File: config.mk
export PLATFORM = sky130hd
export DESIGN_NAME = disp_vramctrl
export DESIGN_NICKNAME = d
export VERILOG_FILES = /design/src/rtl/disp_pkg.sv /design/src/rtl/disp_vramctrl.sv
export SDC_FILE = /design/constraint.sdc
export NUM_CORES = 1
export LEC_CHECK = 0
export CAP_MARGIN = 20
export CORE_MARGIN = 3
export CORE_UTILIZATION = 38
export CTS_CLUSTER_DIAMETER = 30
export DETAILED_ROUTE_END_ITERATION = 8
export GPL_TIMING_DRIVEN = 0
export MAX_ROUTING_LAYER = met4
export PLACE_DENSITY = 0.77
export SLEW_MARGIN = 40
export SYNTH_ARGS = -nofsm -noshare
export SYNTH_HDL_FRONTEND = slang
export SYNTH_SLANG_ARGS = --single-unit
File: constraint.sdc
create_clock -name ACLK -period 2.25 [get_ports ACLK]
set_input_delay 0.45 -clock ACLK [delete_from_list [all_inputs] [get_ports ACLK]]
set_output_delay 0.45 -clock ACLK [all_outputs]
set_load 0.02 [all_outputs]
File: src/rtl/disp_pkg.sv
`default_nettype none
// ============================================================================
// disp_pkg : shared FSM encoding and AXI constants for the display VRAM reader
// Revision : 1.0
// ============================================================================
package disp_pkg;

  typedef enum logic [2:0] {
    ST_IDLE    = 3'd0,
    ST_FRST    = 3'd1,
    ST_CHKBUF  = 3'd2,
    ST_SETADDR = 3'd3,
    ST_READ    = 3'd4,
    ST_WAITFRM = 3'd5
  } state_e;

  localparam logic [2:0] ARSIZE      = 3'b011;  // 8-byte beats
  localparam logic [1:0] ARBURST     = 2'b01;   // INCR
  localparam int         BURST_BYTES = 128;
  localparam int         BURST_SHIFT = 7;
  localparam int         BCNT_W      = 14;

endpackage
`default_nettype wire

File: src/rtl/disp_vramctrl.sv
`default_nettype none
// ============================================================================
// disp_vramctrl : AXI4 read master refilling the display FIFO from VRAM
// Revision      : 1.0
// ============================================================================
module disp_vramctrl
  import disp_pkg::*;
#(
  parameter int H_PIX       = 640,
  parameter int V_PIX       = 480,
  parameter int BURST_LEN   = 16,
  parameter int FIFORST_CYC = 8
) (
  input  logic        ACLK,
  input  logic        ARST,
  input  logic        DISPON,
  input  logic        VSTART,
  input  logic [31:0] DISPADDR,
  input  logic        BUF_WREADY,
  output logic        FIFORST,
  output logic [63:0] FIFOIN,
  output logic        FIFOWR,
  output logic [31:0] ARADDR,
  output logic [7:0]  ARLEN,
  output logic        ARVALID,
  input  logic        ARREADY,
  input  logic [63:0] RDATA,
  input  logic        RLAST,
  input  logic        RVALID,
  output logic        RREADY,
  output logic        BUSY
);

  localparam int BEATS  = H_PIX * V_PIX / 2;
  localparam int BURSTS = BEATS / BURST_LEN;

  localparam logic [BCNT_W-1:0] LAST_BURST = BCNT_W'(BURSTS - 1);
  localparam logic [7:0]        FRST_LAST  = 8'(FIFORST_CYC - 1);

  state_e              state_q, state_d;
  logic [31:0]         base_q, base_d;
  logic [BCNT_W-1:0]   bcnt_q, bcnt_d;
  logic [7:0]          frst_cnt_q, frst_cnt_d;
  logic                fiforst_q, fiforst_d;
  logic                arvalid_q, arvalid_d;
  logic [31:0]         araddr_q, araddr_d;
  logic                rready_q, rready_d;
  logic                busy_q, busy_d;

  always_comb begin
    state_d    = state_q;
    base_d     = base_q;
    bcnt_d     = bcnt_q;
    frst_cnt_d = frst_cnt_q;
    fiforst_d  = fiforst_q;
    arvalid_d  = arvalid_q;
    araddr_d   = araddr_q;
    rready_d   = rready_q;

    case (state_q)
      ST_IDLE, ST_WAITFRM: begin
        if (DISPON && VSTART) begin
          // Frame base is aligned to a whole burst
          state_d    = ST_FRST;
          base_d     = DISPADDR & ~32'h0000_007F;
          bcnt_d     = '0;
          frst_cnt_d = '0;
          fiforst_d  = 1'b1;
        end else if (!DISPON) begin
          state_d = ST_IDLE;
        end
      end
      ST_FRST: begin
        frst_cnt_d = frst_cnt_q + 8'd1;
        if (frst_cnt_q == FRST_LAST) begin
          fiforst_d = 1'b0;
          state_d   = ST_CHKBUF;
        end
      end
      ST_CHKBUF: begin
        if (!DISPON) begin
          state_d = ST_IDLE;
        end else if (BUF_WREADY) begin
          state_d   = ST_SETADDR;
          arvalid_d = 1'b1;
          araddr_d  = base_q + 32'({bcnt_q, {BURST_SHIFT{1'b0}}});
        end
      end
      ST_SETADDR: begin
        if (ARREADY) begin
          arvalid_d = 1'b0;
          rready_d  = 1'b1;
          state_d   = ST_READ;
        end
      end
      ST_READ: begin
        // A falling DISPON is handled in CHKBUF so the burst always drains
        if (RVALID && RLAST) begin
          rready_d = 1'b0;
          bcnt_d   = bcnt_q + 1'b1;
          state_d  = (bcnt_q == LAST_BURST) ? ST_WAITFRM : ST_CHKBUF;
        end
      end
      default: state_d = ST_IDLE;
    endcase

    busy_d = !((state_d == ST_IDLE) || (state_d == ST_WAITFRM));
  end

  always_ff @(posedge ACLK) begin
    if (!ARST) begin
      state_q    <= ST_IDLE;
      base_q     <= '0;
      bcnt_q     <= '0;
      frst_cnt_q <= '0;
      fiforst_q  <= 1'b0;
      arvalid_q  <= 1'b0;
      araddr_q   <= '0;
      rready_q   <= 1'b0;
      busy_q     <= 1'b0;
    end else begin
      state_q    <= state_d;
      base_q     <= base_d;
      bcnt_q     <= bcnt_d;
      frst_cnt_q <= frst_cnt_d;
      fiforst_q  <= fiforst_d;
      arvalid_q  <= arvalid_d;
      araddr_q   <= araddr_d;
      rready_q   <= rready_d;
      busy_q     <= busy_d;
    end
  end

  assign FIFORST = fiforst_q;
  assign FIFOIN  = RDATA;
  assign FIFOWR  = RVALID & rready_q;
  assign ARADDR  = araddr_q;
  assign ARLEN   = 8'(BURST_LEN - 1);
  assign ARVALID = arvalid_q;
  assign RREADY  = rready_q;
  assign BUSY    = busy_q;

endmodule
`default_nettype wire
==> summary.md <==
| Metric | Value |
|---|---|
| Outcome | finished, final reports clean |
| WHS | 0.4523 ns |
| Tmin final | 2.170 ns |
| Row count | 40 |
| Fmax | 0.4608 GHz |
| Synth Flop Type | dfxtp_1 |
| Setup_tns | 0 ns |
| Max-Cap Viols | 0 |
| Root buf cell | clkbuf_16 |
| Logic gate share of total power | 0.174 |
| Largest net degree at the start of global routing | 13 |
| Period utilization | 0.9646 |
| Post-synth EDFFs | 0 |
| Clock slew at reported path FFs | 0.06 ns |
| CP Capture Type | register |
| Worst r2r path cells | 8 |
| Pwr Density | 498.9 mW/mm^2 |
| GR Util All Layers | 0.1809 |
| DRC | 0 |
| Setup violations, final | 0 |
| Post-route cell area | 0.006684 sq mm |
| Synth Register Bits | 79 |
| Port bufs | 126 |
| Setup crit start kind | register |
| Starting Density | 0.3923 |
| Grt ovf | 0 |
| Die X | 117.8 um |
| Commonest non-fill, non-tap cell in the layout | clkdlybuf4s50_1 |
| Hold Crit Endpoint | ARADDR[28] |
| Fin nets | 874 |
| Vias in the first global route | 4,311 |
| Crit-path slowest cell | dfxtp_1 |
| Sw frac | 0.2587 |
| Slew HR | 0.5782 |
| Unique cell type count in the Yosys netlist | 63 |
| CP max FO | 6 |
| Data required time of the worst path | 2.46 ns |
| Worst slew pin tran | 0.6327 ns |
| Via Count | 4,565 |
| Clock tree from TritonCTS | done |
| Final WS setup | 0.07968 ns |
| Mapped Area | 0.004751 sq mm |
| Fraction of registers with async set or reset after synthesis | 0 |
| Cell Area, Placed | 0.006271 sq mm |
| Drt total wl | 12.69 mm |
| Cell Chain, Critical Path | ha_1, a21o_1, and4_1, o211ai_1, o21ai_2, a21oi_2, mux2i_1, o31ai_1 |
| YS warnings | 0 |
| Internal power | 2.472 mW |
| Pleak | 2.661 nW |
| Number of I/O pins | 213 |
| Post-Syn Instances | 601 |
| Worst hold stages | 2 |
| RSZ-0062 raised after global routing | true |
| Most frequent cells in the layout | clkdlybuf4s50_1 (125), nand2_1 (104), buf_4 (86) |
| Die Ht | 117.8 um |
| Layout area overhead | 40.69% |
| Routability cong. | 0.9027 |
| # diodes | 0 |
| Core footprint | 0.01211 sq mm |
| Sequential power share | 0.436 |
| CTS max path bufs | 2 |
| Clk_lat worst skew | 0.34 ns |
| HPWL after detailed placement | 9.636 mm |
| CTS H-tree depth | 3 |
| First-pass GRT wire length | 20.38 mm |
| Final Power | 3.335 mW |
| Slew Limit Fails | 0 |
| Drt via density | 4.930 |
| Initial antenna violation count | 0 |
| Skew final | 0.005741 ns |
| Fraction of final layout cells with drive strength greater than 1 | 0.1966 |
| # hold bufs at CTS | 0 |
| Hold Startpoint | ARADDR[28] |
| Crit Path Category | reg -> reg |
| Router iterations before antenna repair | 4 |
| Hold Fails Final Rpt | 0 |
| ANT nets after route | 0 |
| FF-to-FF Start | base_q[8] |
| Worst slack at placement | -0.3671 ns |
| Worst hold-check path type | reg -> reg |
| Worst r2r dst | ARADDR[26] |
| WL/cell | 13.70 um |
| Clk sink count | 79 |
| DRC marker count from the first detailed-route iteration | 323 |
| Die area | 0.01388 sq mm |
| Clk pwr share | 0.390 |
| Seq/Total Area, Yosys | 0.3329 |
| Largest stage delay on the critical path | 0.34 ns |
| Worst VDD drop | 0.3242 mV |
| Mapped Avg Cell Area | 7.905 sq um |
| Worst path arrival time | 2.38 ns |
| NetSw | 0.8625 mW |
| Reg-to-reg slack, setup | 0.08 ns |
| Num CTS Buffers | 9 |
stage by stage:
stage | instances | utilization
finish | 926 | 0.5519
CTS | 924 | 0.5439
global placement | 908 | 0.5178
detailed placement | 908 | 0.5178
floorplan | 614 | -
global route | 926 | 0.5519
cell usage after synthesis, types with 4 or more instances:
library cell / number / area share
o21ai_1: 10 / 0.011
ha_1: 16 / 0.042
a21oi_1: 63 / 0.066
nor2_1: 44 / 0.035
inv_1: 6 / 0.0047
buf_4: 79 / 0.12
a21o_1: 6 / 0.0095
clkbuf_1: 17 / 0.013
a211oi_1: 7 / 0.011
buf_2: 7 / 0.0074
xor2_1: 16 / 0.029
or3_1: 4 / 0.0053
and2_1: 4 / 0.0053
nand2b_1: 4 / 0.0053
nand4_1: 9 / 0.012
dfxtp_1: 79 / 0.33
and3_1: 7 / 0.0092
a31oi_1: 5 / 0.0066
xnor2_1: 10 / 0.018
a311oi_1: 5 / 0.0092
nand2_1: 104 / 0.082
o21ai_0: 9 / 0.0095
nand3_1: 26 / 0.027
what timing repair did:
action                     CTS  global route
setup endpoints to repair   10            41
pin swaps                    1             7
setup buffers                1             6
gates resized for setup     12            18
worst max-delay path: cells and delay by family, from the launching register on:
kind / cells / cell delay (ns)
simple gates: 1 / 0.24
mux: 1 / 0.21
compound gates: 5 / 0.96
fa+ha+maj: 1 / 0.30
flops: 1 / 0.34
worst max-delay path by stage:
stage	cells past startpoint	start	end	slack, ns
2_1_floorplan	10	bcnt_q[0]	ARADDR[19]	0.02
3_3_place_gp	8	DISPON	ARADDR[27]	-0.35
3_5_place_dp	7	DISPON	ARADDR[25]	-0.37
4_1_cts	8	DISPON	ARADDR[30]	-0.005
5_1_grt	10	bcnt_q[0]	ARADDR[19]	-0.03
6_report	8	base_q[8]	ARADDR[26]	0.08
cell type report:
class	count	area, sq um
plain buffers	101	691.9
clock buffers	12	236.5
clock inverters	4	22.52
fillers	1159	5428
inverters	6	22.52
multi-input cells	423	2597
flip-flops and latches	79	1587
well taps	168	210.2
repair buffers	133	1316
layer usage:
layer | wire length, um | GRT usage | up-vias | part of all wire
met5 | 0 | - | - | 0
met4 | 167 | 0.04689 | 0 | 0.013
met2 | 6212 | 0.2946 | 165 | 0.49
met3 | 852 | 0.04901 | 18 | 0.067
met1 | 5454 | 0.2230 | 2087 | 0.43
li1 | - | - | 2295 | -
logic make-up (layout without fill, tap and decap cells):
logic type | after synthesis | in the layout | synth area share
DFF | 79 | 79 | 0.3329
AOI/OAI and AO/OA | 130 | 130 | 0.1749
other | 2 | 15 | 0.001581
and+or+nand+nor | 230 | 230 | 0.2325
adders and majority gates | 17 | 17 | 0.04635
xor gates and xnor gates | 26 | 26 | 0.04793
buffers and inverters | 112 | 256 | 0.1528
muxes | 5 | 5 | 0.01106
sequential cells by signal (all words and copies together), names as in the netlist, 3 cells and up:
signal / flops
bcnt_q: 14
state_q: 3
ARADDR: 25
frst_cnt_q: 8
base_q: 25
power groups by stage:
stage	Clock, mW	Combinational, mW	Sequential [mW]
floorplan	0	0.350	1.48
global placement	0	0.569	1.48
detailed placement	0	0.573	1.48
CTS	1.32	0.577	1.45
global route	1.39	0.626	1.46
finish	1.30	0.580	1.45
Power figures use the tool's default switching activity.
